File: src/rtl/cache_pkg.sv
// Shared definitions for the direct-mapped write-through data cache.
package cache_pkg;

  localparam int unsigned DATA_WIDTH_DEF = 32;
  localparam int unsigned ADDR_WIDTH_DEF = 32;
  localparam int unsigned INDEX_BITS_DEF = 4;
  localparam int unsigned CNT_WIDTH      = 16;

  typedef enum logic [1:0] {
    ST_IDLE  = 2'd0,
    ST_FETCH = 2'd1,
    ST_WRITE = 2'd2,
    ST_RESP  = 2'd3
  } state_e;

  // Saturating increment used by the hit/miss statistics counters.
  function automatic logic [CNT_WIDTH-1:0] sat_inc(input logic [CNT_WIDTH-1:0] v);
    logic [CNT_WIDTH-1:0] r;
    if (v == {CNT_WIDTH{1'b1}}) begin
      r = v;
    end else begin
      r = v + {{(CNT_WIDTH-1){1'b0}}, 1'b1};
    end
    return r;
  endfunction

endpackage

File: src/rtl/data_cache_if.sv
// Backing-memory bus between the cache (master) and the memory (slave).
interface data_cache_if
  import cache_pkg::*;
#(
  parameter int unsigned DATA_WIDTH = DATA_WIDTH_DEF,
  parameter int unsigned ADDR_WIDTH = ADDR_WIDTH_DEF
);
  logic                  mem_req_o;
  logic                  mem_we_o;
  logic [ADDR_WIDTH-1:0] mem_addr_o;
  logic [DATA_WIDTH-1:0] mem_wdata_o;
  logic [DATA_WIDTH-1:0] mem_rdata_i;
  logic                  mem_ack_i;

  modport master (
    output mem_req_o, mem_we_o, mem_addr_o, mem_wdata_o,
    input  mem_rdata_i, mem_ack_i
  );

  modport slave (
    input  mem_req_o, mem_we_o, mem_addr_o, mem_wdata_o,
    output mem_rdata_i, mem_ack_i
  );
endinterface

File: src/rtl/cache_store.sv
// Valid/tag/data arrays with a combinational lookup port and one write port.
module cache_store #(
  parameter int unsigned DATA_WIDTH = 32,
  parameter int unsigned INDEX_BITS = 4,
  parameter int unsigned TAG_BITS   = 26
) (
  input  logic                  clk_i,
  input  logic                  rst_i,
  input  logic [INDEX_BITS-1:0] lk_index_i,
  input  logic [TAG_BITS-1:0]   lk_tag_i,
  output logic                  lk_hit_o,
  output logic [DATA_WIDTH-1:0] lk_data_o,
  input  logic                  wr_en_i,
  input  logic [INDEX_BITS-1:0] wr_index_i,
  input  logic [TAG_BITS-1:0]   wr_tag_i,
  input  logic [DATA_WIDTH-1:0] wr_data_i
);
  localparam int unsigned LINES = 32'd1 << INDEX_BITS;

  logic [LINES-1:0]      valid_q;
  logic [TAG_BITS-1:0]   tag_q  [LINES];
  logic [DATA_WIDTH-1:0] data_q [LINES];

  // Valid bits are the only reset state; they gate every hit.
  always_ff @(posedge clk_i or negedge rst_i) begin
    if (!rst_i) begin
      valid_q <= '0;
    end else if (wr_en_i) begin
      valid_q[wr_index_i] <= 1'b1;
    end
  end

  // Tag and data storage, written together on a fill or a store hit.
  always_ff @(posedge clk_i) begin
    if (wr_en_i) begin
      tag_q[wr_index_i]  <= wr_tag_i;
      data_q[wr_index_i] <= wr_data_i;
    end
  end

  // Combinational lookup so load hits add no latency.
  always_comb begin
    lk_hit_o  = valid_q[lk_index_i] && (tag_q[lk_index_i] == lk_tag_i);
    lk_data_o = data_q[lk_index_i];
  end

endmodule

File: src/rtl/data_cache.sv
// Direct-mapped, write-through, no-write-allocate data cache for the M stage.
module data_cache
  import cache_pkg::*;
#(
  parameter int unsigned DATA_WIDTH = DATA_WIDTH_DEF,
  parameter int unsigned ADDR_WIDTH = ADDR_WIDTH_DEF,
  parameter int unsigned INDEX_BITS = INDEX_BITS_DEF
) (
  input  logic                  clk_i,
  input  logic                  rst_i,
  input  logic                  req_i,
  input  logic                  we_i,
  input  logic [ADDR_WIDTH-1:0] addr_i,
  input  logic [DATA_WIDTH-1:0] wdata_i,
  output logic [DATA_WIDTH-1:0] rdata_o,
  output logic                  stall_o,
  data_cache_if.master          mem,
  output logic [CNT_WIDTH-1:0]  hit_cnt_o,
  output logic [CNT_WIDTH-1:0]  miss_cnt_o
);
  localparam int unsigned TAG_BITS = ADDR_WIDTH - INDEX_BITS - 2;

  state_e                state_q, state_d;
  logic [ADDR_WIDTH-1:0] addr_q, addr_d;
  logic [DATA_WIDTH-1:0] data_q, data_d;
  logic                  mem_req_q, mem_req_d;
  logic                  mem_we_q, mem_we_d;
  logic [ADDR_WIDTH-1:0] mem_addr_q, mem_addr_d;
  logic [DATA_WIDTH-1:0] mem_wdata_q, mem_wdata_d;
  logic [CNT_WIDTH-1:0]  hit_cnt_q, hit_cnt_d;
  logic [CNT_WIDTH-1:0]  miss_cnt_q, miss_cnt_d;

  logic                  stall_s;
  logic [DATA_WIDTH-1:0] rdata_s;
  logic [ADDR_WIDTH-1:0] lk_addr_s;
  logic [INDEX_BITS-1:0] lk_index_s;
  logic [TAG_BITS-1:0]   lk_tag_s;
  logic                  lk_hit_s;
  logic [DATA_WIDTH-1:0] lk_data_s;
  logic                  wr_en_s;
  logic [DATA_WIDTH-1:0] wr_data_s;
  logic                  unused_addr_s;

  // Byte offset bits take no part in indexing or tagging.
  assign unused_addr_s = ^lk_addr_s[1:0];

  // Lookup uses the live address while idle, the latched one otherwise.
  always_comb begin
    if (state_q == ST_IDLE) begin
      lk_addr_s = addr_i;
    end else begin
      lk_addr_s = addr_q;
    end
    lk_index_s = lk_addr_s[INDEX_BITS+1:2];
    lk_tag_s   = lk_addr_s[ADDR_WIDTH-1:INDEX_BITS+2];
  end

  cache_store #(
    .DATA_WIDTH (DATA_WIDTH),
    .INDEX_BITS (INDEX_BITS),
    .TAG_BITS   (TAG_BITS)
  ) u_store (
    .clk_i      (clk_i),
    .rst_i      (rst_i),
    .lk_index_i (lk_index_s),
    .lk_tag_i   (lk_tag_s),
    .lk_hit_o   (lk_hit_s),
    .lk_data_o  (lk_data_s),
    .wr_en_i    (wr_en_s),
    .wr_index_i (lk_index_s),
    .wr_tag_i   (lk_tag_s),
    .wr_data_i  (wr_data_s)
  );

  // Next-state, bus request and counter logic of the access FSM.
  always_comb begin
    state_d     = state_q;
    addr_d      = addr_q;
    data_d      = data_q;
    mem_req_d   = mem_req_q;
    mem_we_d    = mem_we_q;
    mem_addr_d  = mem_addr_q;
    mem_wdata_d = mem_wdata_q;
    hit_cnt_d   = hit_cnt_q;
    miss_cnt_d  = miss_cnt_q;
    stall_s     = 1'b0;
    rdata_s     = '0;
    wr_en_s     = 1'b0;
    wr_data_s   = data_q;

    case (state_q)
      ST_IDLE: begin
        if (req_i && we_i) begin
          stall_s     = 1'b1;
          state_d     = ST_WRITE;
          addr_d      = addr_i;
          data_d      = wdata_i;
          mem_req_d   = 1'b1;
          mem_we_d    = 1'b1;
          mem_addr_d  = {addr_i[ADDR_WIDTH-1:2], 2'b00};
          mem_wdata_d = wdata_i;
          if (lk_hit_s) begin
            hit_cnt_d = sat_inc(hit_cnt_q);
          end else begin
            miss_cnt_d = sat_inc(miss_cnt_q);
          end
        end else if (req_i && lk_hit_s) begin
          rdata_s   = lk_data_s;
          hit_cnt_d = sat_inc(hit_cnt_q);
        end else if (req_i) begin
          stall_s    = 1'b1;
          state_d    = ST_FETCH;
          addr_d     = addr_i;
          mem_req_d  = 1'b1;
          mem_we_d   = 1'b0;
          mem_addr_d = {addr_i[ADDR_WIDTH-1:2], 2'b00};
          miss_cnt_d = sat_inc(miss_cnt_q);
        end else begin
          state_d = ST_IDLE;
        end
      end
      ST_FETCH: begin
        stall_s = 1'b1;
        if (mem.mem_ack_i) begin
          wr_en_s   = 1'b1;
          wr_data_s = mem.mem_rdata_i;
          data_d    = mem.mem_rdata_i;
          mem_req_d = 1'b0;
          mem_we_d  = 1'b0;
          state_d   = ST_RESP;
        end else begin
          state_d = ST_FETCH;
        end
      end
      ST_WRITE: begin
        stall_s = 1'b1;
        if (mem.mem_ack_i) begin
          // No write-allocate: only refresh a line that already holds this tag.
          wr_en_s   = lk_hit_s;
          wr_data_s = data_q;
          mem_req_d = 1'b0;
          mem_we_d  = 1'b0;
          state_d   = ST_RESP;
        end else begin
          state_d = ST_WRITE;
        end
      end
      ST_RESP: begin
        rdata_s = data_q;
        state_d = ST_IDLE;
      end
      default: begin
        state_d = ST_IDLE;
      end
    endcase
  end

  // State, latched transaction and registered bus outputs.
  always_ff @(posedge clk_i or negedge rst_i) begin
    if (!rst_i) begin
      state_q     <= ST_IDLE;
      addr_q      <= '0;
      data_q      <= '0;
      mem_req_q   <= 1'b0;
      mem_we_q    <= 1'b0;
      mem_addr_q  <= '0;
      mem_wdata_q <= '0;
      hit_cnt_q   <= '0;
      miss_cnt_q  <= '0;
    end else begin
      state_q     <= state_d;
      addr_q      <= addr_d;
      data_q      <= data_d;
      mem_req_q   <= mem_req_d;
      mem_we_q    <= mem_we_d;
      mem_addr_q  <= mem_addr_d;
      mem_wdata_q <= mem_wdata_d;
      hit_cnt_q   <= hit_cnt_d;
      miss_cnt_q  <= miss_cnt_d;
    end
  end

  // Pipeline-facing outputs are combinational and forced quiet during reset.
  assign stall_o         = rst_i & stall_s;
  assign rdata_o         = rst_i ? rdata_s : '0;
  assign mem.mem_req_o   = mem_req_q;
  assign mem.mem_we_o    = mem_we_q;
  assign mem.mem_addr_o  = mem_addr_q;
  assign mem.mem_wdata_o = mem_wdata_q;
  assign hit_cnt_o       = hit_cnt_q;
  assign miss_cnt_o      = miss_cnt_q;

endmodule

File: src/flat_wrapper.sv
// flat-port wrapper written by rule: the top's interface ports become plain ports
module data_cache_flat import cache_pkg::*;
#(
  parameter int unsigned DATA_WIDTH = DATA_WIDTH_DEF,
  parameter int unsigned ADDR_WIDTH = ADDR_WIDTH_DEF,
  parameter int unsigned INDEX_BITS = INDEX_BITS_DEF
)
  (clk_i, rst_i, req_i, we_i, addr_i, wdata_i, rdata_o, stall_o, hit_cnt_o, miss_cnt_o, mem_mem_req_o, mem_mem_we_o, mem_mem_addr_o, mem_mem_wdata_o, mem_mem_rdata_i, mem_mem_ack_i);
  data_cache_if #(.DATA_WIDTH(DATA_WIDTH), .ADDR_WIDTH(ADDR_WIDTH)) mem_i ();
  input  logic clk_i;
  input  logic rst_i;
  input  logic req_i;
  input  logic we_i;
  input  logic [ADDR_WIDTH-1:0] addr_i;
  input  logic [DATA_WIDTH-1:0] wdata_i;
  output logic [DATA_WIDTH-1:0] rdata_o;
  output logic stall_o;
  output logic [CNT_WIDTH-1:0] hit_cnt_o;
  output logic [CNT_WIDTH-1:0] miss_cnt_o;
  output wire logic [$bits(mem_i.mem_req_o)-1:0] mem_mem_req_o;
  output wire logic [$bits(mem_i.mem_we_o)-1:0] mem_mem_we_o;
  output wire logic [$bits(mem_i.mem_addr_o)-1:0] mem_mem_addr_o;
  output wire logic [$bits(mem_i.mem_wdata_o)-1:0] mem_mem_wdata_o;
  input wire logic [$bits(mem_i.mem_rdata_i)-1:0] mem_mem_rdata_i;
  input wire logic [$bits(mem_i.mem_ack_i)-1:0] mem_mem_ack_i;
  assign mem_mem_req_o = mem_i.mem_req_o;
  assign mem_mem_we_o = mem_i.mem_we_o;
  assign mem_mem_addr_o = mem_i.mem_addr_o;
  assign mem_mem_wdata_o = mem_i.mem_wdata_o;
  assign mem_i.mem_rdata_i = mem_mem_rdata_i;
  assign mem_i.mem_ack_i = mem_mem_ack_i;
  data_cache #(.DATA_WIDTH(DATA_WIDTH), .ADDR_WIDTH(ADDR_WIDTH), .INDEX_BITS(INDEX_BITS)) u_core (.clk_i(clk_i), .rst_i(rst_i), .req_i(req_i), .we_i(we_i), .addr_i(addr_i), .wdata_i(wdata_i), .rdata_o(rdata_o), .stall_o(stall_o), .mem(mem_i), .hit_cnt_o(hit_cnt_o), .miss_cnt_o(miss_cnt_o));
endmodule
File: config.mk
export PLATFORM = sky130hd
export DESIGN_NAME = data_cache_flat
export DESIGN_NICKNAME = d
export VERILOG_FILES = /design/src/rtl/cache_pkg.sv /design/src/rtl/data_cache_if.sv /design/src/rtl/cache_store.sv /design/src/rtl/data_cache.sv /design/src/flat_wrapper.sv
export SDC_FILE = /design/constraint.sdc
export NUM_CORES = 1
export LEC_CHECK = 0
export BUFFER_PORTS_ARGS = -buffer_cell sky130_fd_sc_hd__buf_4
export CAP_MARGIN = 10
export CORE_AREA = 3 3 360 362
export CTS_CLUSTER_SIZE = 30
export DETAILED_ROUTE_END_ITERATION = 12
export DIE_AREA = 0 0 363 365
export GPL_TIMING_DRIVEN = 1
export MAX_ROUTING_LAYER = met4
export PLACE_DENSITY = 0.58
export SYNTH_ARGS = -nofsm -noshare
export SYNTH_HDL_FRONTEND = slang
export SYNTH_SLANG_ARGS = --single-unit
File: constraint.sdc
create_clock -name clk_i -period 7.5 [get_ports clk_i]
set_clock_uncertainty 0.1 [all_clocks]
set_input_delay 0.375 -clock clk_i [delete_from_list [all_inputs] [get_ports clk_i]]
set_output_delay 0.375 -clock clk_i [all_outputs]
set_load 0.005 [all_outputs]
# [Word-level counts from Yosys, hierarchy flattened]
# Memory sizes are Yosys's and may differ from the RTL's.
# Index checks and enable logic that the tools add are counted.
[op_classes] mux=52 magnitude_cmp=2 bitwise_logic=2 reduce_logical=16 add_sub_neg=2 eq_ne=13
[op_table] op="32-bit 2-to-1 mux" count=13
[op_table] op="16-bit 2-to-1 mux" count=9
[op_table] op="32-bit case mux with 2 select lines" count=2
[op_table] op="16-bit by 1-bit adder with 16-bit output, second input constant" count=2
[op_table] op="16-bit == test, second input constant" count=2
[op_table] op="26-bit == test" count=1
[op_table] op="1-bit 2-to-1 mux" count=18
[op_table] op="16-bit bitwise OR" count=1
[op_table] op="1-bit case mux with 2 select lines" count=4
[op_table] op="2-bit case mux with 4 select lines" count=1
[op_table] op="4-bit AND reduction" count=2
[op_table] op="2-bit nonzero test" count=4
[op_table] op="2-bit 2-to-1 mux" count=3
[op_table] op="2-bit by 1-bit inequality test with 1-bit output, second input constant" count=3
[op_table] op="3-bit inequality test, second input constant" count=2
[op_table] op="3-bit AND reduction" count=2
[op_table] op="4-bit by 5-bit less-than comparator with 1-bit output, second input constant" count=1
[op_table] op="1-bit binary-select mux with 4-bit select" count=1
[op_table] op="1-bit demux with 4-bit select" count=1
[op_table] op="2-bit == test, second input constant" count=2
[op_table] op="4-bit by 1-bit greater-or-equal comparator with 1-bit output, second input constant" count=1
[op_table] op="1-bit logical AND" count=4
[op_table] op="2-bit inequality test, second input constant" count=2
[op_table] op="2-bit AND reduction" count=2
[op_table] op="4 further kinds" count=4
[word_totals] memories=2 register_bits=180 elab_cells=99 ramBits=928
[memory_table] name="u_core.u_store.data_q" words=16 word_bits=32 read_ports=1 rd_ports_with_merged_regs=0 wr=1 line_no="cache_store.sv:22" text="logic [DATA_WIDTH-1:0] data_q [LINES];"
[memory_table] name="u_core.u_store.tag_q" words=16 word_bits=26 read_ports=1 rd_ports_with_merged_regs=0 wr=1 line_no="cache_store.sv:21" text="logic [TAG_BITS-1:0] tag_q [LINES];"

# [Depth between registers and ports, before layout]
[logic_depth] depth_word=10 ltp_mapped=18

# [Modules after synthesis]
# A second synthesis with hierarchy kept.
[hier_totals] cells_unflattened=2205 area_unflattened_um2=43544.3
[by_module_without_submodules] mod="cache_store" n_inst=1 cells_per_inst=1562 area_each_um2=36461.2 seq_area_each_um2=28267.1
[by_module_without_submodules] mod="data_cache" n_inst=1 cells_per_inst=643 area_each_um2=7083.0 seq_area_each_um2=3253.1

# [Worst setup path after synthesis]
# OpenSTA, ideal clock, no wires.
[synth_timing] path_type="reg2reg" start="register u_core.state_q[0]" end="memory u_core.u_store.data_q[10][0], enable pin" setup_slack_ns=1.928 t_arrival_ns=5.052 period_less_slack_ns=5.572 setup_time_ns=0.421 path_stages_with_launch=18 cell_sequence="dfrtp_1 inv_1 ha_1 buf_6 buf_6 nand3b_1 buf_4 clkbuf_1 a21o_1 a41oi_1 or4b_2 xor2_1 nand4_1 nor4b_1 nand4_1 o21ai_2 clkbuf_1 and4_1"
[synth_via] elab_chain_len=9
[synth_rtl] item="start: declaration" line_no="data_cache.sv:23" text="state_e state_q, state_d;"
[synth_rtl] item="start signal: assignment" line_no="data_cache.sv:171" text="state_q <= state_d;"
[synth_rtl] item="2-bit zero test" line_no="data_cache.sv:49" text="if (state_q == ST_IDLE) begin"
[synth_rtl] item="32-bit 2-to-1 mux" line_no="data_cache.sv:49"
[synth_rtl] item="memory 16 x 26 bit or 1-bit binary-select mux with 4-bit select (tied branches)"
[synth_rtl] item="26-bit == test or 1-bit 2-to-1 mux (tied branches)" line_no="cache_store.sv:43" text="lk_hit_o = valid_q[lk_index_i] && (tag_q[lk_index_i] == lk_tag_i);"
[synth_rtl] item="1-bit logical AND" line_no="cache_store.sv:43"
[synth_rtl] item="1-bit 2-to-1 mux" line_no="data_cache.sv:137" text="if (mem.mem_ack_i) begin"
[synth_rtl] item="1-bit case mux with 2 select lines" line_no="data_cache.sv:91" text="case (state_q)"
[synth_rtl] item="1-bit 2-to-1 mux" line_no="cache_store.sv:35" text="if (wr_en_i) begin"
[synth_rtl] item="1-bit 2-to-1 mux (not written as such)" line_no="cache_store.sv:37" text="data_q[wr_index_i] <= wr_data_i;"
[synth_rtl] item="end: declaration" line_no="cache_store.sv:22"
# Several ways; a longest one is shown, not always the timed one. The select of a mux whose other input is x is not followed.

# [Worst setup path in the final report]
[layout_timing] start="register u_core.state_q[0]" end="output port rdata_o[2]"
[layout_via] elab_chain_len=10
[layout_rtl] item="2-bit zero test" line_no="data_cache.sv:49, data_cache.sv:91"
[layout_rtl] item="32-bit 2-to-1 mux" line_no="data_cache.sv:49"
[layout_rtl] item="memory 16 x 26 bit or 1-bit binary-select mux with 4-bit select (tied branches)"
[layout_rtl] item="26-bit == test or 1-bit 2-to-1 mux (tied branches)" line_no="cache_store.sv:43"
[layout_rtl] item="1-bit logical AND" line_no="cache_store.sv:43"
[layout_rtl] item="1-bit logical AND" line_no="data_cache.sv:107" text="end else if (req_i && lk_hit_s) begin"
[layout_rtl] item="32-bit 2-to-1 mux" line_no="data_cache.sv:107"
[layout_rtl] item="32-bit 2-to-1 mux" line_no="data_cache.sv:93" text="if (req_i && we_i) begin"
[layout_rtl] item="32-bit case mux with 2 select lines (*)" line_no="data_cache.sv:91"
[layout_rtl] item="32-bit 2-to-1 mux (*)" line_no="data_cache.sv:185" text="assign rdata_o = rst_i ? rdata_s : '0;"
[layout_rtl] item="end: declaration" line_no="flat_wrapper.sv:16" text="output logic [DATA_WIDTH-1:0] rdata_o;"
# Mark *: on every way between the ends. The rest lies on a longest branch, timed or not. The select of a mux whose other input is x is not followed.

==> run_summary.xml <==
<?xml version="1.0" encoding="UTF-8"?>
<metrics>
  <group name="synthesis">
    <metric name="synth_cell_types" unit="">73</metric>
    <metric name="synth_edf_count" unit="">928</metric>
    <metric name="syn-instance-count" unit="">2652</metric>
    <metric name="ys.warnings.count" unit="">0</metric>
    <metric name="synth_seq_cells" unit="">1074</metric>
    <metric name="synth_ff_type" unit="">sky130_fd_sc_hd__edfxtp_1</metric>
    <metric name="postSynthAreaPerCell" unit="um^2">16.7</metric>
    <metric name="synthArstFlopShare" unit="%">13.6</metric>
    <metric name="synth_sequential_area_ratio" unit="%">71.2</metric>
    <metric name="netlist_area" unit="um^2">44200</metric>
  </group>
  <group name="die">
    <metric name="initial_core_util" unit="%">34.8</metric>
    <metric name="core_area" unit="um^2">127000</metric>
    <metric name="dieWidth" unit="um">363</metric>
    <metric name="top_level_ports" unit="">232</metric>
    <metric name="die_area" unit="um^2">132000</metric>
    <metric name="chipHeight" unit="um">365</metric>
    <metric name="rows" unit="">131</metric>
  </group>
  <group name="worst_setup_path">
    <metric name="worstPathMaxFanout" unit="">54</metric>
    <metric name="critical_path.endpoint" unit="">rdata_o[2]</metric>
    <metric name="worst-endpoint-required" unit="ps">7030</metric>
    <metric name="cp-end-kind" unit="">primary output</metric>
    <metric name="critPathLaunchType" unit="">flip-flop</metric>
    <metric name="timing.critical_path.from" unit="">u_core.state_q[0]</metric>
    <metric name="data_arrival_critical_path" unit="ps">6370</metric>
    <metric name="worstRegToRegCells" unit="">15</metric>
    <metric name="reg2reg_setup_slack" unit="ps">980</metric>
    <metric name="worstReg2RegStart" unit="">u_core.state_q[0]</metric>
    <metric name="timing.rr.end" unit="">u_core.u_store.tag_q[12][12]</metric>
    <metric name="setup.worst_path.class" unit="">reg -&gt; out</metric>
  </group>
  <group name="layout">
    <metric name="fin_nets" unit="">3100</metric>
    <metric name="design_area" unit="um^2">52800</metric>
    <metric name="final_layout_size_suffix_gt1_share" unit="%">26.2</metric>
    <metric name="area_growth" unit="%">19.2</metric>
    <metric name="final_common_cell" unit="">sky130_fd_sc_hd__edfxtp_1</metric>
    <metric name="num-fill-cells" unit="">11298</metric>
    <metric name="final_cell_mix" unit="">sky130_fd_sc_hd__edfxtp_1 (928), sky130_fd_sc_hd__buf_4 (289), sky130_fd_sc_hd__nand2_1 (174)</metric>
  </group>
  <group name="global_route">
    <metric name="grt_pass1_wl" unit="mm">179</metric>
    <metric name="grt_max_degree" unit="">69</metric>
    <metric name="grt_use_total" unit="%">18.7</metric>
    <metric name="grt_pass1_vias" unit="">26271</metric>
    <metric name="antenna_violations_before_repair" unit="">2</metric>
    <metric name="grt.overflow.total" unit="">0</metric>
  </group>
  <group name="status">
    <metric name="run_status" unit="">completed</metric>
  </group>
  <group name="timing">
    <metric name="maxSlewViolCount" unit="">0</metric>
    <metric name="final-hold-violation-count" unit="">0</metric>
    <metric name="setup_viol_count_final" unit="">0</metric>
    <metric name="finalHoldWorstSlack" unit="ps">52.0</metric>
    <metric name="min_period_over_period" unit="%">91.3</metric>
    <metric name="clock.fmax" unit="GHz">0.146</metric>
    <metric name="tns" unit="ps">0</metric>
    <metric name="timing_worst_slew_pin_value" unit="ps">1160</metric>
    <metric name="slew-limit-headroom" unit="%">21.6</metric>
    <metric name="grt_setup_unrepaired" unit="">false</metric>
    <metric name="post-route-min-period" unit="ps">6850</metric>
    <metric name="minimum_setup_slack_in_the_final_design" unit="ps">652</metric>
  </group>
  <group name="hold_path">
    <metric name="hold_path_class" unit="">in -&gt; reg</metric>
    <metric name="min-delay-start" unit="">mem_mem_rdata_i[2]</metric>
    <metric name="whs_path_depth" unit="">4</metric>
  </group>
  <group name="clock_tree">
    <metric name="path_clk_slew" unit="ps">60</metric>
    <metric name="cts_max_level" unit="">3</metric>
    <metric name="clock_insertion_delay_worst_skew" unit="ps">700</metric>
    <metric name="clock-sinks" unit="">1074</metric>
    <metric name="numCtsBuffers" unit="">111</metric>
    <metric name="clock_tree.buffer_depth" unit="">3</metric>
    <metric name="cts_root_buffer" unit="">sky130_fd_sc_hd__clkbuf_16</metric>
    <metric name="post_cts_resize_count" unit="">0</metric>
    <metric name="tritoncts" unit="">yes</metric>
  </group>
  <group name="placement">
    <metric name="estimated_wirelength_of_the_detail_placed_design" unit="mm">68.9</metric>
    <metric name="placedInstanceArea" unit="um^2">48300</metric>
    <metric name="dpl_worst_slack" unit="ps">1080</metric>
    <metric name="place_congestion" unit="">0.762</metric>
    <metric name="placement.io_buffers" unit="">227</metric>
  </group>
  <group name="drt">
    <metric name="route.final.wire_length" unit="mm">122</metric>
    <metric name="detail_route.iter0.violations" unit="">2519</metric>
    <metric name="antenna_left" unit="">0</metric>
    <metric name="detail_route.wl_per_cell" unit="um">25.6</metric>
    <metric name="drc_violation_count_after_routing" unit="">0</metric>
    <metric name="post_drt_via_cell_ratio" unit="">5.43</metric>
    <metric name="vias" unit="">25824</metric>
    <metric name="firstDrtPassIters" unit="">7</metric>
  </group>
  <group name="pwr">
    <metric name="power_density" unit="nW/um^2">393</metric>
    <metric name="leakage" unit="uW">0.0183</metric>
    <metric name="ir_drop" unit="uV">252</metric>
  </group>
  <group name="run">
    <metric name="max-cap-violations" unit="">0</metric>
  </group>
</metrics>
==> how the worst min path moves through the flow <==
stage | to | slack [ps]
3_5_place_dp | u_core.hit_cnt_o[9] | 260
4_1_cts | u_core.data_q[2] | 4
6_report | u_core.data_q[2] | 50
2_1_floorplan | u_core.addr_q[10] | -20
5_1_grt | u_core.data_q[2] | 90
3_3_place_gp | u_core.hit_cnt_o[9] | 260
==> synthesized netlist by cell type (6+ instances only) <==
library cell / n / area (um^2)
sky130_fd_sc_hd__a2111oi_0: 7 / 61.3
sky130_fd_sc_hd__a221o_1: 32 / 320
sky130_fd_sc_hd__inv_1: 68 / 255
sky130_fd_sc_hd__buf_2: 41 / 205
sky130_fd_sc_hd__o21ai_0: 9 / 45.0
sky130_fd_sc_hd__a32oi_1: 7 / 61.3
sky130_fd_sc_hd__mux2i_1: 34 / 340
sky130_fd_sc_hd__a31o_2: 15 / 131
sky130_fd_sc_hd__and4_1: 18 / 158
sky130_fd_sc_hd__mux4_1: 7 / 184
sky130_fd_sc_hd__ha_1: 7 / 87.6
sky130_fd_sc_hd__a21oi_1: 125 / 626
sky130_fd_sc_hd__buf_6: 7 / 78.8
sky130_fd_sc_hd__nand2_1: 177 / 664
sky130_fd_sc_hd__nor3_1: 6 / 30.0
sky130_fd_sc_hd__nor2_1: 100 / 375
sky130_fd_sc_hd__xor2_1: 14 / 123
sky130_fd_sc_hd__dfrtp_1: 146 / 3650
sky130_fd_sc_hd__and3_1: 12 / 75.1
sky130_fd_sc_hd__clkbuf_1: 88 / 330
sky130_fd_sc_hd__mux4_2: 148 / 3330
sky130_fd_sc_hd__nand3_1: 13 / 65.1
sky130_fd_sc_hd__buf_1: 23 / 86.3
sky130_fd_sc_hd__xnor2_1: 42 / 368
sky130_fd_sc_hd__and2_1: 8 / 50.1
sky130_fd_sc_hd__buf_4: 21 / 158
sky130_fd_sc_hd__nor2_2: 28 / 175
sky130_fd_sc_hd__nor4_1: 11 / 68.8
sky130_fd_sc_hd__mux2_2: 68 / 766
sky130_fd_sc_hd__a22oi_2: 28 / 350
sky130_fd_sc_hd__nand4_1: 17 / 106
sky130_fd_sc_hd__a2111o_1: 7 / 78.8
sky130_fd_sc_hd__edfxtp_1: 928 / 27900
sky130_fd_sc_hd__o41ai_1: 21 / 184
sky130_fd_sc_hd__o22ai_1: 98 / 613
sky130_fd_sc_hd__a41oi_1: 42 / 368
sky130_fd_sc_hd__a21o_1: 168 / 1260
==> layout make-up <==
type	instances	area [um^2]	share of cell area, %
Sequential cell	1074	31500	59.7
Multi-Input combinational cell	1328	11700	22.2
Timing Repair Buffer	409	3620	6.87
Clock buffer	141	2950	5.59
Tap cell	1662	2080	3.94
Clock inverter	71	611	1.16
Inverter	68	255	0.484
Antenna cell	2	5.00	0.00948
==> power by group <==
| group | internal, uW | leakage [uW] | switching, uW |
|---|---|---|---|
| registers | 7770 | 0.0103 | 287 |
| logic | 2720 | 0.00634 | 4540 |
| clock network | 3060 | 0.00171 | 2320 |
| total | 13600 | 0.0183 | 7150 |
==> flip-flops by register name (all words and copies together) (netlist names) <==
name                    count
u_core.hit_cnt_o           16
u_core.u_store.tag_q      416
u_core.addr_q              30
u_core.miss_cnt_o          16
u_core.state_q              2
u_core.data_q              32
u_core.mem.mem_we_o         1
u_core.mem.mem_req_o        1
u_core.mem.mem_wdata_o     32
u_core.u_store.valid_q     16
u_core.u_store.data_q     512
==> what timing repair did <==
action,in CTS,in global routing
hold buffers,94,0
hold endpoints to repair,135,0
setup buffers,0,0
==> critical path: stages, from the launching register on <==
cell and delay [ps]:
sky130_fd_sc_hd__dfrtp_1 420, sky130_fd_sc_hd__inv_1 160, sky130_fd_sc_hd__ha_4 450, sky130_fd_sc_hd__mux2_8 700, sky130_fd_sc_hd__buf_4 660, sky130_fd_sc_hd__mux4_2 570
sky130_fd_sc_hd__or2_0 240, sky130_fd_sc_hd__nand4b_1 120, sky130_fd_sc_hd__xnor2_1 140, sky130_fd_sc_hd__or4_4 580, sky130_fd_sc_hd__or3b_4 450, sky130_fd_sc_hd__nor4_4 280
sky130_fd_sc_hd__buf_12 320, sky130_fd_sc_hd__a22oi_2 180, sky130_fd_sc_hd__nor2_2 140, sky130_fd_sc_hd__buf_4 120
==> kinds of logic (layout without fill, tap and decap cells) <==
family / Yosys count / count (layout) / synth area share [%]
muxes: 258 / 258 / 10.5
buffers and inverters: 251 / 689 / 2.56
DFF: 1074 / 1074 / 71.2
other: 1 / 4 / 0.00847
and+or+nand+nor: 432 / 432 / 4.82
AOI/OAI and AO/OA: 573 / 573 / 9.59
xor gates and xnor gates: 56 / 56 / 1.11
adders and majority gates: 7 / 7 / 0.198
==> metrics by stage <==
stage	util (%)	power (uW)	std cells
after floorplan	-	12800	2653
after global placement	38.0	15400	4447
after detailed placement	38.0	15500	4447
after CTS	41.5	20900	4753
after global routing	41.5	21700	4755
final	41.5	20700	4755
==> per-layer routing <==
metal / track usage, % / vias to the layer above / part of all wire (%)
li1: - / 11246 / -
met1: 24.6 / 13492 / 43
met2: 30.6 / 911 / 49
met3: 2.76 / 175 / 6.1
met4: 4.74 / 0 / 1.9
met5: - / - / 0
Note: power is estimated with default switching activity, not from simulation.
